[src/rtl/counter_mon_pkg.sv]
// counter_mon_pkg: shared relation encoding, FSM states and data width for the counter monitor
package counter_mon_pkg;
  localparam int DW = 32;
  typedef enum logic [1:0] {EQ = 2'd0, LT = 2'd1, GT = 2'd2} rel_t;
  typedef enum logic [1:0] {IDLE = 2'd0, S_LT = 2'd1, S_LTGT = 2'd2} state_t;
endpackage

[src/rtl/counter_monitor_if.sv]
// counter_monitor_if: sample inputs and monitor results bundled between driver and monitor
interface counter_monitor_if
  import counter_mon_pkg::*;
#(
  parameter int CNT_W = 16,
  parameter int ZZ_W  = 8
);
  logic             clear;
  logic             sample_en;
  logic [DW-1:0]    c1;
  logic [DW-1:0]    c2;
  rel_t             rel;
  logic [CNT_W-1:0] cross_cnt;
  logic             zigzag;
  logic [ZZ_W-1:0]  zz_cnt;
  logic [DW-1:0]    max_gap;
  modport master (output clear, sample_en, c1, c2, input rel, cross_cnt, zigzag, zz_cnt, max_gap);
  modport slave  (input clear, sample_en, c1, c2, output rel, cross_cnt, zigzag, zz_cnt, max_gap);
endinterface

[src/rtl/counter_rel_cmp.sv]
// counter_rel_cmp: unsigned relation and absolute difference of two counter values
module counter_rel_cmp
  import counter_mon_pkg::*;
(
  input  logic [DW-1:0] c1_i,
  input  logic [DW-1:0] c2_i,
  output rel_t          rel_o,
  output logic [DW-1:0] gap_o
);
  assign rel_o = (c1_i < c2_i) ? LT : (c1_i > c2_i) ? GT : EQ;
  assign gap_o = (c1_i >= c2_i) ? c1_i - c2_i : c2_i - c1_i;
endmodule

[src/rtl/counter_monitor.sv]
// counter_monitor: tracks relation, crossings, LT-GT-LT zigzags and peak gap of two counters
module counter_monitor
  import counter_mon_pkg::*;
#(
  parameter int CNT_W = 16,
  parameter int ZZ_W  = 8
)(
  input logic              clk,
  input logic              rst,
  counter_monitor_if.slave bus
);
  rel_t             rel_n, rel_q, rel_d;
  logic [DW-1:0]    gap, max_q, max_d;
  state_t           state_q, state_d;
  logic [CNT_W-1:0] cross_q, cross_d;
  logic [ZZ_W-1:0]  zz_q, zz_d;
  logic             zig_q, zig_d, crossing, zig_hit;

  counter_rel_cmp u_cmp (.c1_i(bus.c1), .c2_i(bus.c2), .rel_o(rel_n), .gap_o(gap));

  always_comb begin
    crossing = (rel_q == LT && rel_n == GT) || (rel_q == GT && rel_n == LT);
    zig_hit  = state_q == S_LTGT && rel_n == LT;
    state_d  = state_q;
    rel_d    = rel_q;
    cross_d  = cross_q;
    zz_d     = zz_q;
    zig_d    = 1'b0;
    max_d    = max_q;
    if (bus.clear) begin
      state_d = IDLE;
      rel_d   = EQ;
      cross_d = '0;
      zz_d    = '0;
      max_d   = '0;
    end else if (bus.sample_en) begin
      rel_d   = rel_n;
      cross_d = (crossing && !(&cross_q)) ? cross_q + 1'b1 : cross_q;
      zz_d    = (zig_hit && !(&zz_q)) ? zz_q + 1'b1 : zz_q;
      zig_d   = zig_hit;
      max_d   = (gap > max_q) ? gap : max_q;
      // any LT restarts the pattern, so overlapping zigzags share their trailing LT
      state_d = (rel_n == LT) ? S_LT : (state_q == S_LT && rel_n == GT) ? S_LTGT : IDLE;
    end
  end

  always_ff @(posedge clk or posedge rst) begin
    if (rst) begin
      state_q <= IDLE;
      rel_q   <= EQ;
      cross_q <= '0;
      zz_q    <= '0;
      zig_q   <= 1'b0;
      max_q   <= '0;
    end else begin
      state_q <= state_d;
      rel_q   <= rel_d;
      cross_q <= cross_d;
      zz_q    <= zz_d;
      zig_q   <= zig_d;
      max_q   <= max_d;
    end
  end

  assign bus.rel       = rel_q;
  assign bus.cross_cnt = cross_q;
  assign bus.zigzag    = zig_q;
  assign bus.zz_cnt    = zz_q;
  assign bus.max_gap   = max_q;
endmodule

[src/flat_wrapper.sv]
// flat-port wrapper written by rule: the top's interface ports become plain ports
module counter_monitor_flat import counter_mon_pkg::*;
#(
  parameter int CNT_W = 16,
  parameter int ZZ_W  = 8
)
  (clk, rst, bus_clear, bus_sample_en, bus_c1, bus_c2, bus_rel, bus_cross_cnt, bus_zigzag, bus_zz_cnt, bus_max_gap);
  counter_monitor_if #(.CNT_W(CNT_W), .ZZ_W(ZZ_W)) bus_i ();
  input logic clk;
  input logic rst;
  input wire logic [$bits(bus_i.clear)-1:0] bus_clear;
  input wire logic [$bits(bus_i.sample_en)-1:0] bus_sample_en;
  input wire logic [$bits(bus_i.c1)-1:0] bus_c1;
  input wire logic [$bits(bus_i.c2)-1:0] bus_c2;
  output wire logic [$bits(bus_i.rel)-1:0] bus_rel;
  output wire logic [$bits(bus_i.cross_cnt)-1:0] bus_cross_cnt;
  output wire logic [$bits(bus_i.zigzag)-1:0] bus_zigzag;
  output wire logic [$bits(bus_i.zz_cnt)-1:0] bus_zz_cnt;
  output wire logic [$bits(bus_i.max_gap)-1:0] bus_max_gap;
  assign bus_i.clear = bus_clear;
  assign bus_i.sample_en = bus_sample_en;
  assign bus_i.c1 = bus_c1;
  assign bus_i.c2 = bus_c2;
  assign bus_rel = bus_i.rel;
  assign bus_cross_cnt = bus_i.cross_cnt;
  assign bus_zigzag = bus_i.zigzag;
  assign bus_zz_cnt = bus_i.zz_cnt;
  assign bus_max_gap = bus_i.max_gap;
  counter_monitor #(.CNT_W(CNT_W), .ZZ_W(ZZ_W)) u_core (.clk(clk), .rst(rst), .bus(bus_i));
endmodule
[config.mk]
export PLATFORM = sky130hd
export DESIGN_NAME = counter_monitor_flat
export DESIGN_NICKNAME = d
export VERILOG_FILES = /design/src/rtl/counter_mon_pkg.sv /design/src/rtl/counter_monitor_if.sv /design/src/rtl/counter_rel_cmp.sv /design/src/rtl/counter_monitor.sv /design/src/flat_wrapper.sv
export SDC_FILE = /design/constraint.sdc
export NUM_CORES = 1
export LEC_CHECK = 0
export ABC_AREA = 0
export BUFFER_PORTS_ARGS = -buffer_cell sky130_fd_sc_hd__buf_4
export CELL_PAD_IN_SITES_DETAIL_PLACEMENT = 0
export CELL_PAD_IN_SITES_GLOBAL_PLACEMENT = 2
export CORE_UTILIZATION = 36
export DETAILED_ROUTE_END_ITERATION = 12
export PLACE_DENSITY = 0.95
export SYNTH_ARGS = -nofsm -noshare
export SYNTH_HDL_FRONTEND = slang
export SYNTH_SLANG_ARGS = --single-unit
[constraint.sdc]
create_clock -name clk -period 4.1 [get_ports clk]
set_clock_uncertainty 0.15 [all_clocks]
set_input_delay 0.82 -clock clk [delete_from_list [all_inputs] [get_ports clk]]
set_output_delay 0.82 -clock clk [all_outputs]
set_load 0.05 [all_outputs]
# == Yosys cells after proc, flatten, opt, wreduce, memory -nomap -nowiden ==
# Cells that the tools add are included.
# op_classes
multipliers,0
eq_ne,6
n_lt_le_gt_ge,4
div,0
n_bitwise,0
n_shift,0
reduce_logical,18
addsub,4
muxes,20
# ops
op,n
two-way mux 32 bit,4
greater-than comparator 32 bit,2
subtractor 32 bit,2
two-way mux 16 bit,3
>= comparator 32 bit,1
< comparator 32 bit,1
two-way mux 8 bit,3
"adder 16 x 1 -> 16 bit, second input constant",1
two-way mux 2 bit,8
AND reduction 16 bit,1
"adder 8 x 1 -> 8 bit, second input constant",1
AND reduction 8 bit,1
nonzero test 2 bit,4
"== test 2 x 1 -> 1 bit, second input constant",3
"== test 2 bit, second input constant",3
logical AND 1 bit,6
AND reduction 2 bit,3
logical NOT 1 bit,2
two-way mux 1 bit,2
logical OR 1 bit,1
# totals
mem_bits_rw,0
latchBits,0
inputBits,68
mem_count,0
reg_bits,61
romBits,0
out_inout_bits,59
elab_cells,58

# == Logic depth before layout (Yosys ltp) ==
# Gate-level depths: netlist of the first run.
# depth
ltp_word,10
depth_mapped,26
depth_no_buf,23

# == Modules after synthesis ==
# A second synthesis of the first run with hierarchy kept.
# hier_totals
hier_cells,928
hier_area_um2,7392.1
# modules_own_cells
module,cells_per_inst,instances,area_per_inst_um2,seq_area_each_um2
counter_monitor,399,1,3838.7,1526.5
counter_rel_cmp,529,1,3553.4,0.0

# == Worst setup path before layout of the first run ==
# Ideal clock, no wire load.
# synth_path
kind,input port to flip-flop
from,in bus_c1[0]
to,"reg u_core.max_q[10], in the netlist u_core.bus.max_gap[10]"
arrival_ns,5.058
path_slack_ns,-1.175
required_time_ns,3.883
cell_stages,23
path_buffers,3
setup_time_ns,0.067
cell_sequence,inv_1 > ha_1 > inv_1 > fa_1 > a21oi_2 > o2111a_1 > o21ai_1 > a21boi_2 > o211a_4 > buf_6 > buf_2 > mux2i_1 > xor2_1 > ha_1 > and3_1 > nand4_1 > or4_1 > or2_2 > nand3_1 > o21ai_1 > a21oi_1 > clkbuf_1 > a22o_1
# synth_between
elab_chain_len,5
word_cells_on_any_way,10
classes_between,add/sub: 2; order compare: 2; mux: 4; reduce/logical: 2
# synth_lines
item,line,rtl
start: declaration,flat_wrapper.sv:13,input wire logic [$bits(bus_i.c1)-1:0] bus_c1;
subtractor 32 bit / >= comparator 32 bit (equally long branches),counter_rel_cmp.sv:11,assign gap_o = (c1_i >= c2_i) ? c1_i - c2_i : c2_i - c1_i;
two-way mux 32 bit *,counter_rel_cmp.sv:11,
greater-than comparator 32 bit / two-way mux 32 bit (equally long branches),counter_monitor.sv:41,max_d = (gap > max_q) ? gap : max_q;
nonzero test 2 bit (no line) / two-way mux 32 bit (equally long branches),--,
AND reduction 2 bit (no line) / two-way mux 32 bit (equally long branches),--,
end signal: assignment,counter_monitor.sv:61,max_q <= max_d;
end: declaration,counter_monitor.sv:13,"logic [DW-1:0] gap, max_q, max_d;"
# Every way passes the cells marked *; elsewhere a longest branch is shown, timed or not. The select of a mux whose other input is x is not followed.
# A chain may end at the register's enable or synchronous reset.

# == Worst setup path after layout of the first run ==
# layout_path
from,in bus_c2[0]
to,"reg u_core.max_q[12], in the netlist u_core.bus.max_gap[12]"
# layout_between
elab_chain_len,5
word_cells_on_any_way,10
classes_between,add/sub: 2; order compare: 2; mux: 4; reduce/logical: 2
# layout_lines
item,line,rtl
start: declaration,flat_wrapper.sv:14,input wire logic [$bits(bus_i.c2)-1:0] bus_c2;
subtractor 32 bit / >= comparator 32 bit (equally long branches),counter_rel_cmp.sv:11,
two-way mux 32 bit *,counter_rel_cmp.sv:11,
greater-than comparator 32 bit / two-way mux 32 bit (equally long branches),counter_monitor.sv:41,
nonzero test 2 bit (no line) / two-way mux 32 bit (equally long branches),--,
AND reduction 2 bit (no line) / two-way mux 32 bit (equally long branches),--,
# Marked as above.

==> results_dict.tcl, run 1 <==
set metrics [dict create \
    p_leak_nw 5.35 \
    dr.pass1.iters 5 \
    synth_warnings 0 \
    portBuffers 126 \
    cts_tree "yes" \
    synth_most_common_cell "inv_1" \
    cts_sinks 60 \
    design_area_sq_mm 0.0107 \
    post_synth_instance_area_sq_mm 0.00697 \
    yosys-top-cells-count "inv_1 (111), ha_1 (97), a21oi_1 (86)" \
    ys_seq_area_share_pct 21.5 \
    cp-end-kind "register" \
    io-pin-count 127 \
    via_count 7497 \
    dp_slack_ns -1.53 \
    rsz0062_at_grt "yes" \
    grt_antenna_before_repair 0 \
    cp.required_ns 4.16 \
    num_antenna_cells 0 \
    route.detailed.wl_per_inst_microns 14.4 \
    cts_max_path_buffers 2 \
    path_clk_slew_ns 0.05 \
    endpoint "u_core.bus.max_gap[12]$_DFFE_PP0P_" \
    period_share_pct 125 \
    grt_pass1_vias 7228 \
    htree_levels 3 \
    ys_ff_latch 60 \
    drive_above_1_share_pct 40.4 \
    hold_path.class "register to register" \
    cts_buffers 9 \
    regToRegStartpoint "u_core.bus.max_gap[19]$_DFFE_PP0P_" \
    r2r_slack_ns 1.20 \
    synth_edf_count 0 \
    ir_worst_vdd_v 0.000271 \
    syn-num-nets 1033 \
    status "complete, but fails checks" \
    synthDistinctLibCells 82 \
    gr-usage-all-layers_pct 21.1 \
    setup_viol 32 \
    tightest_slew_ns 0.815 \
    drt_iter0_drc 389 \
    synth_top_cells_by_area "dfrtp_1 (22%), ha_1 (17%), a21oi_1 (6.2%), inv_1 (6.0%), xnor2_1 (4.5%)" \
    nets 1389 \
    synth_top_area_share_pct 21.5 \
    root_buffer "clkbuf_16" \
    fp.dieArea_sq_mm 0.0199 \
    yosys_most_used_dff "dfrtp_1" \
    core_sq_mm 0.0188 \
    regArea_sq_mm 0.00150 \
    placed_cell_area_sq_mm 0.00987 \
    critPathLaunchType "primary input" \
    die_x_microns 141 \
    r2r-end "u_core.bus.max_gap[12]$_DFFE_PP0P_" \
    slew_headroom_pct 45.6 \
    max_stage_delay_ns 0.51 \
    postRouteAntennaNets 0 \
    cap_violations 0 \
    fillers 1755 \
    fmax_ghz 0.195 \
    grt_max_degree 40 \
    critPathSlowestCell "or4_4" \
    critical_path_class "primary input to register" \
    crit_arrival_ns 5.19 \
    worstPathMaxFanout 8 \
    worstPathCellList "buf_8 > buf_6 > ha_4 > inv_2 > fa_2 > a21oi_2 > o2111a_1 > o21ai_2 > a21boi_2 > o211a_4 > buf_8 > mux2i_4 > buf_6 > a21oi_4 > xnor2_2 > ha_1 > nand4_1 > or4_4 > or2_4 > nand3_4 > o21ai_4 > nand3b_1 > bufinv_8 > a22o_1" \
    wl_microns 21400 \
    clock_latency_ns 0.33 \
    syn2layout_area_growth_pct 53.7 \
    fin_crit_ns 5.13 \
    min_from "u_core.bus.max_gap[21]$_DFFE_PP0P_" \
    startpoint "bus_c2[0]" \
    setup_slack_ns -1.03 \
    violations "negative setup slack" \
    grt_pass1_wl_microns 34300 \
    rr_worst_depth 11 \
    avgSynthCellArea_sq_um 8.05 \
    die_h_microns 141 \
    slew_viol_final 0 \
    start_util_pct 37.0 \
    synth_cells 866 \
    via_per_inst 5.04 \
    finalHoldViolations 0 \
    hpwl_microns 17200 \
    multi_input_comb_area_sq_mm 0.00516 \
    drc 0 \
    netlist.top_cell.by_area "dfrtp_1" \
    async_reset_ff_share_pct 100 \
    routabilityCongestion 0.938 \
    grt-ovfl-total 0 \
    p_per_area_mw_per_mm2 375 \
    num_rows 50 \
]
routing by layer:
metal / wire length (microns) / vias to the layer above / track usage, % / share of wire [%]
met4: 412 / 0 / 5.49 / 1.9
met3: 787 / 28 / 2.21 / 3.7
met5: 0 / - / 0 / 0
met2: 9960 / 174 / 34.8 / 47
li1: - / 3771 / - / -
met1: 10200 / 3524 / 29.3 / 48
cell type report:
class / instances / area share (%)
Multi-Input combinational cell: 652 / 48.2
Timing Repair Buffer: 386 / 27.6
Sequential cell: 60 / 14.0
Inverter: 111 / 4.16
Tap cell: 260 / 3.04
Clock buffer: 12 / 2.30
Clock inverter: 4 / 0.455
Timing Repair inverter: 2 / 0.187
placed cells by master (no fill, tap or decap), types with 8 or more instances in the layout:
| cell type | count |
|---|---|
| nor4_1 | 9 |
| a21oi_2 | 10 |
| a22o_1 | 31 |
| o21ai_0 | 34 |
| dfrtp_1 | 60 |
| xnor2_1 | 34 |
| nand3_1 | 15 |
| clkbuf_16 | 9 |
| a21oi_1 | 76 |
| o21ai_1 | 8 |
| buf_4 | 376 |
| a21o_1 | 18 |
| nor2_1 | 60 |
| a211oi_1 | 8 |
| nand2_1 | 62 |
| inv_1 | 103 |
| xor2_1 | 13 |
| ha_1 | 89 |
| o211ai_1 | 8 |
| mux2i_1 | 10 |
| nand4_1 | 19 |
cell families (layout without fill, tap and decap cells):
| family | after synthesis | after routing | synth area share, % |
|---|---|---|---|
| adder cells (fa/ha/maj) | 99 | 99 | 18.0 |
| AND/OR/NAND/NOR | 230 | 230 | 17.3 |
| flip-flops | 60 | 60 | 21.5 |
| buffers and inverters | 154 | 515 | 9.57 |
| XOR/XNOR | 50 | 50 | 6.28 |
| AO/OA/AOI/OAI | 256 | 256 | 24.8 |
| multiplexers | 17 | 17 | 2.58 |
worst min-delay path by stage:
stage | depth (start not counted) | end
2_1_floorplan | 2 | u_core.state_q[1]$_DFFE_PP0P_
3_3_place_gp | 1 | u_core.bus.max_gap[31]$_DFFE_PP0P_
3_5_place_dp | 1 | u_core.bus.max_gap[13]$_DFFE_PP0P_
4_1_cts | 1 | u_core.bus.max_gap[13]$_DFFE_PP0P_
5_1_grt | 1 | u_core.bus.max_gap[25]$_DFFE_PP0P_
6_report | 1 | u_core.bus.max_gap[21]$_DFFE_PP0P_
where the power goes:
part           leakage [nW]  switching [mW]  internal, mW
clock network         0.147           0.262         0.486
registers             0.823           0.107         0.686
logic                  4.38            1.35          1.13
total                  5.35            1.72          2.30
state kept, by name, summed over array words and instances, names as in the netlist:
name,cells
u_core.bus.max_gap,32
u_core.bus.cross_cnt,16
u_core.state_q,1
u_core.bus.zigzag,1
u_core.bus.zz_cnt,8
u_core.bus.rel,2
per-stage QoR:
stage	TNS [ns]	hold slack [ns]	utilization (%)	power (mW)	instances
2_1_floorplan	-28.17	0.362	-	2.14	866
3_3_place_gp	-46.50	0.369	52.4	2.99	1446
4_1_cts	-27.98	0.394	55.3	3.87	1475
5_1_grt	-36.95	0.423	56.9	4.27	1487
3_5_place_dp	-48.31	0.382	52.4	3.02	1446
6_report	-31.84	0.390	56.9	4.02	1487
critical path, delay by kind of cell:
| kind | cells | cell delay, ns |
|---|---|---|
| AO/OA/AOI/OAI | 8 | 1.26 |
| AND/OR/NAND/NOR | 5 | 1.14 |
| adder cells (fa/ha/maj) | 3 | 0.78 |
| buffers and inverters | 6 | 0.73 |
| multiplexers | 1 | 0.26 |
| XOR/XNOR | 1 | 0.17 |
repair_timing:
item                       in CTS  in global routing
pin swaps                      40                 45
resized for setup              31                 45
buffers inserted               11                 12
setup endpoints to repair      32                 32
hold buffers                    0                  0
cloned                          2                  0
No activity file was read; power rests on OpenSTA's default activity.
==> run 2: changes to the inputs <==
CELL_PAD_IN_SITES_DETAIL_PLACEMENT = 1   (was 0)
==> results_dict.tcl, run 2 (same netlist as run 1, synthesis figures left out) <==
set metrics [dict create \
    status "complete, but fails checks" \
    violations "negative setup slack" \
    nets 1416 \
    cap_violations 0 \
    drive_above_1_share_pct 42.7 \
    p_leak_nw 5.53 \
    die_x_microns 141 \
    fp.dieArea_sq_mm 0.0199 \
    layout_common_cells "buf_4 (396), inv_1 (103), ha_1 (90)" \
    dr.pass1.iters 5 \
    via_per_inst 5.99 \
    via_count 9066 \
    regToRegStartpoint "u_core.bus.max_gap[19]$_DFFE_PP0P_" \
    tightest_slew_ns 0.815 \
    grt_antenna_before_repair 0 \
    total_power_mw 4.63 \
    crit_arrival_ns 5.84 \
    grt_pass1_vias 9767 \
    wl_microns 36700 \
    fin_util_pct 58.7 \
    largest_reg_flops 32 \
    clock_latency_ns 0.35 \
    critPathSlowestCell "a2111o_1" \
    critPathLaunchType "primary input" \
    setup_viol 32 \
    r2r-end "u_core.bus.max_gap[8]$_DFFE_PP0P_" \
    holdPathEnd "u_core.bus.max_gap[29]$_DFFE_PP0P_" \
    worstPathCellList "buf_4 > inv_2 > ha_1 > nor2b_1 > o21bai_1 > a2111o_1 > o2111ai_2 > buf_4 > a221o_1 > nand2_1 > o211ai_1 > a31oi_1 > xnor2_1 > ha_1 > buf_4 > a21oi_1 > nand3b_1 > a221oi_2 > o21ai_1 > nand3_4 > o21ai_4 > a21oi_2 > buf_4 > a22o_1" \
    fmax_ghz 0.175 \
    critPathBufInv 5 \
    setup_slack_ns -1.61 \
    cts_sinks 60 \
    grt-ovfl-total 0 \
    fin_crit_ns 5.71 \
    place_inst 1446 \
    slew_viol_final 0 \
    portBuffers 126 \
    cts_tree "yes" \
    final_cells 1514 \
    rr_worst_depth 11 \
    r2r_slack_ns 0.96 \
    hold_path.class "register to register" \
    finalHoldViolations 0 \
    grt_pass1_wl_microns 52800 \
    routabilityCongestion 0.938 \
    ir_worst_vdd_v 0.000193 \
    syn2layout_area_growth_pct 58.6 \
    core_sq_mm 0.0188 \
    drt_iter0_drc 752 \
    gr-usage-all-layers_pct 34.2 \
    cts_max_path_buffers 2 \
    num_antenna_cells 0 \
    die_h_microns 141 \
    slew_headroom_pct 45.6 \
    hpwl_microns 20800 \
    cp_common_cell "buf_4" \
    worstPathMaxFanout 11 \
    cts_buffers 9 \
    io-pin-count 127 \
    max_stage_delay_ns 0.48 \
    drc 0 \
    critical_path_class "primary input to register" \
    ctsHoldBuffers 0 \
    holdWs_ns 0.402 \
    rsz0062_at_grt "yes" \
    num_rows 50 \
    grt_max_degree 40 \
    layout_commonest_cell "buf_4" \
    whs_path_depth 1 \
    min_from "u_core.bus.max_gap[29]$_DFFE_PP0P_" \
    path_clk_slew_ns 0.06 \
    start_util_pct 37.0 \
    postRouteAntennaNets 0 \
    cp.required_ns 4.22 \
    period_share_pct 139 \
    root_buffer "clkbuf_16" \
    htree_levels 3 \
    cp_top_family "compound AO/OA/AOI/OAI gates" \
    p_per_area_mw_per_mm2 419 \
    route.detailed.wl_per_inst_microns 24.2 \
    cp-end-kind "register" \
    setup_tns_ns -50.14 \
]
## run 2: where the power goes
group / total, mW / internal [mW] / switching [mW]
Clock: 0.746 / 0.417 / 0.328
Sequential: 0.820 / 0.685 / 0.135
Combinational: 3.06 / 1.28 / 1.78
## run 2: worst max-delay path by stage
stage | startpoint | to | slack, ns | cells after the start
CTS | bus_c2[0] | u_core.bus.max_gap[25]$_DFFE_PP0P_ | -0.91 | 24
floorplan | bus_c1[0] | u_core.bus.max_gap[12]$_DFFE_PP0P_ | -0.90 | 24
detailed placement | bus_c1[0] | u_core.bus.max_gap[1]$_DFFE_PP0P_ | -1.67 | 25
global route | bus_c2[1] | u_core.bus.max_gap[9]$_DFFE_PP0P_ | -1.63 | 24
finish | bus_c2[1] | u_core.bus.max_gap[8]$_DFFE_PP0P_ | -1.61 | 24
global placement | bus_c1[0] | u_core.bus.max_gap[1]$_DFFE_PP0P_ | -1.47 | 25
## run 2: metrics by stage
| step | setup slack [ns] | cell area, sq um |
|---|---|---|
| floorplan | -0.900 | 7110 |
| global placement | -1.47 | 9870 |
| detailed placement | -1.67 | 9870 |
| CTS | -0.910 | 10900 |
| global route | -1.63 | 11100 |
| finish | -1.61 | 11100 |
## run 2: what timing repair did
action	CTS	global route
pin swaps	61	27
buffers inserted	43	7
gates cloned	3	0
gates resized for setup	84	23
endpoints found under the setup margin	32	32
## run 2: worst register-to-register path, delay by kind of cell, from the launching register on
family | cells | cell delay (ns)
fa+ha+maj | 1 | 0.32
buf+inv | 2 | 0.33
compound gates | 3 | 0.53
flops | 1 | 0.50
simple gates | 5 | 1.23
## run 2: layout make-up
type                       instances  area [sq um]
clock buffer                       9           225
fill                            2244          7780
multi-input combinational        652          5260
sequential                        60          1500
timing repair buffer             413          3220
clock inverter                     7          58.8
tap                              260           325
inverter                         111           445
timing repair inverter             2          20.0
## run 2: layer usage
layer	global-route usage, %	vias up	routed length (microns)
met4	22.6	0	2670
met3	5.57	215	2330
met2	59.2	587	17600
met5	0	-	0
met1	38.9	4447	14000
li1	-	3817	-
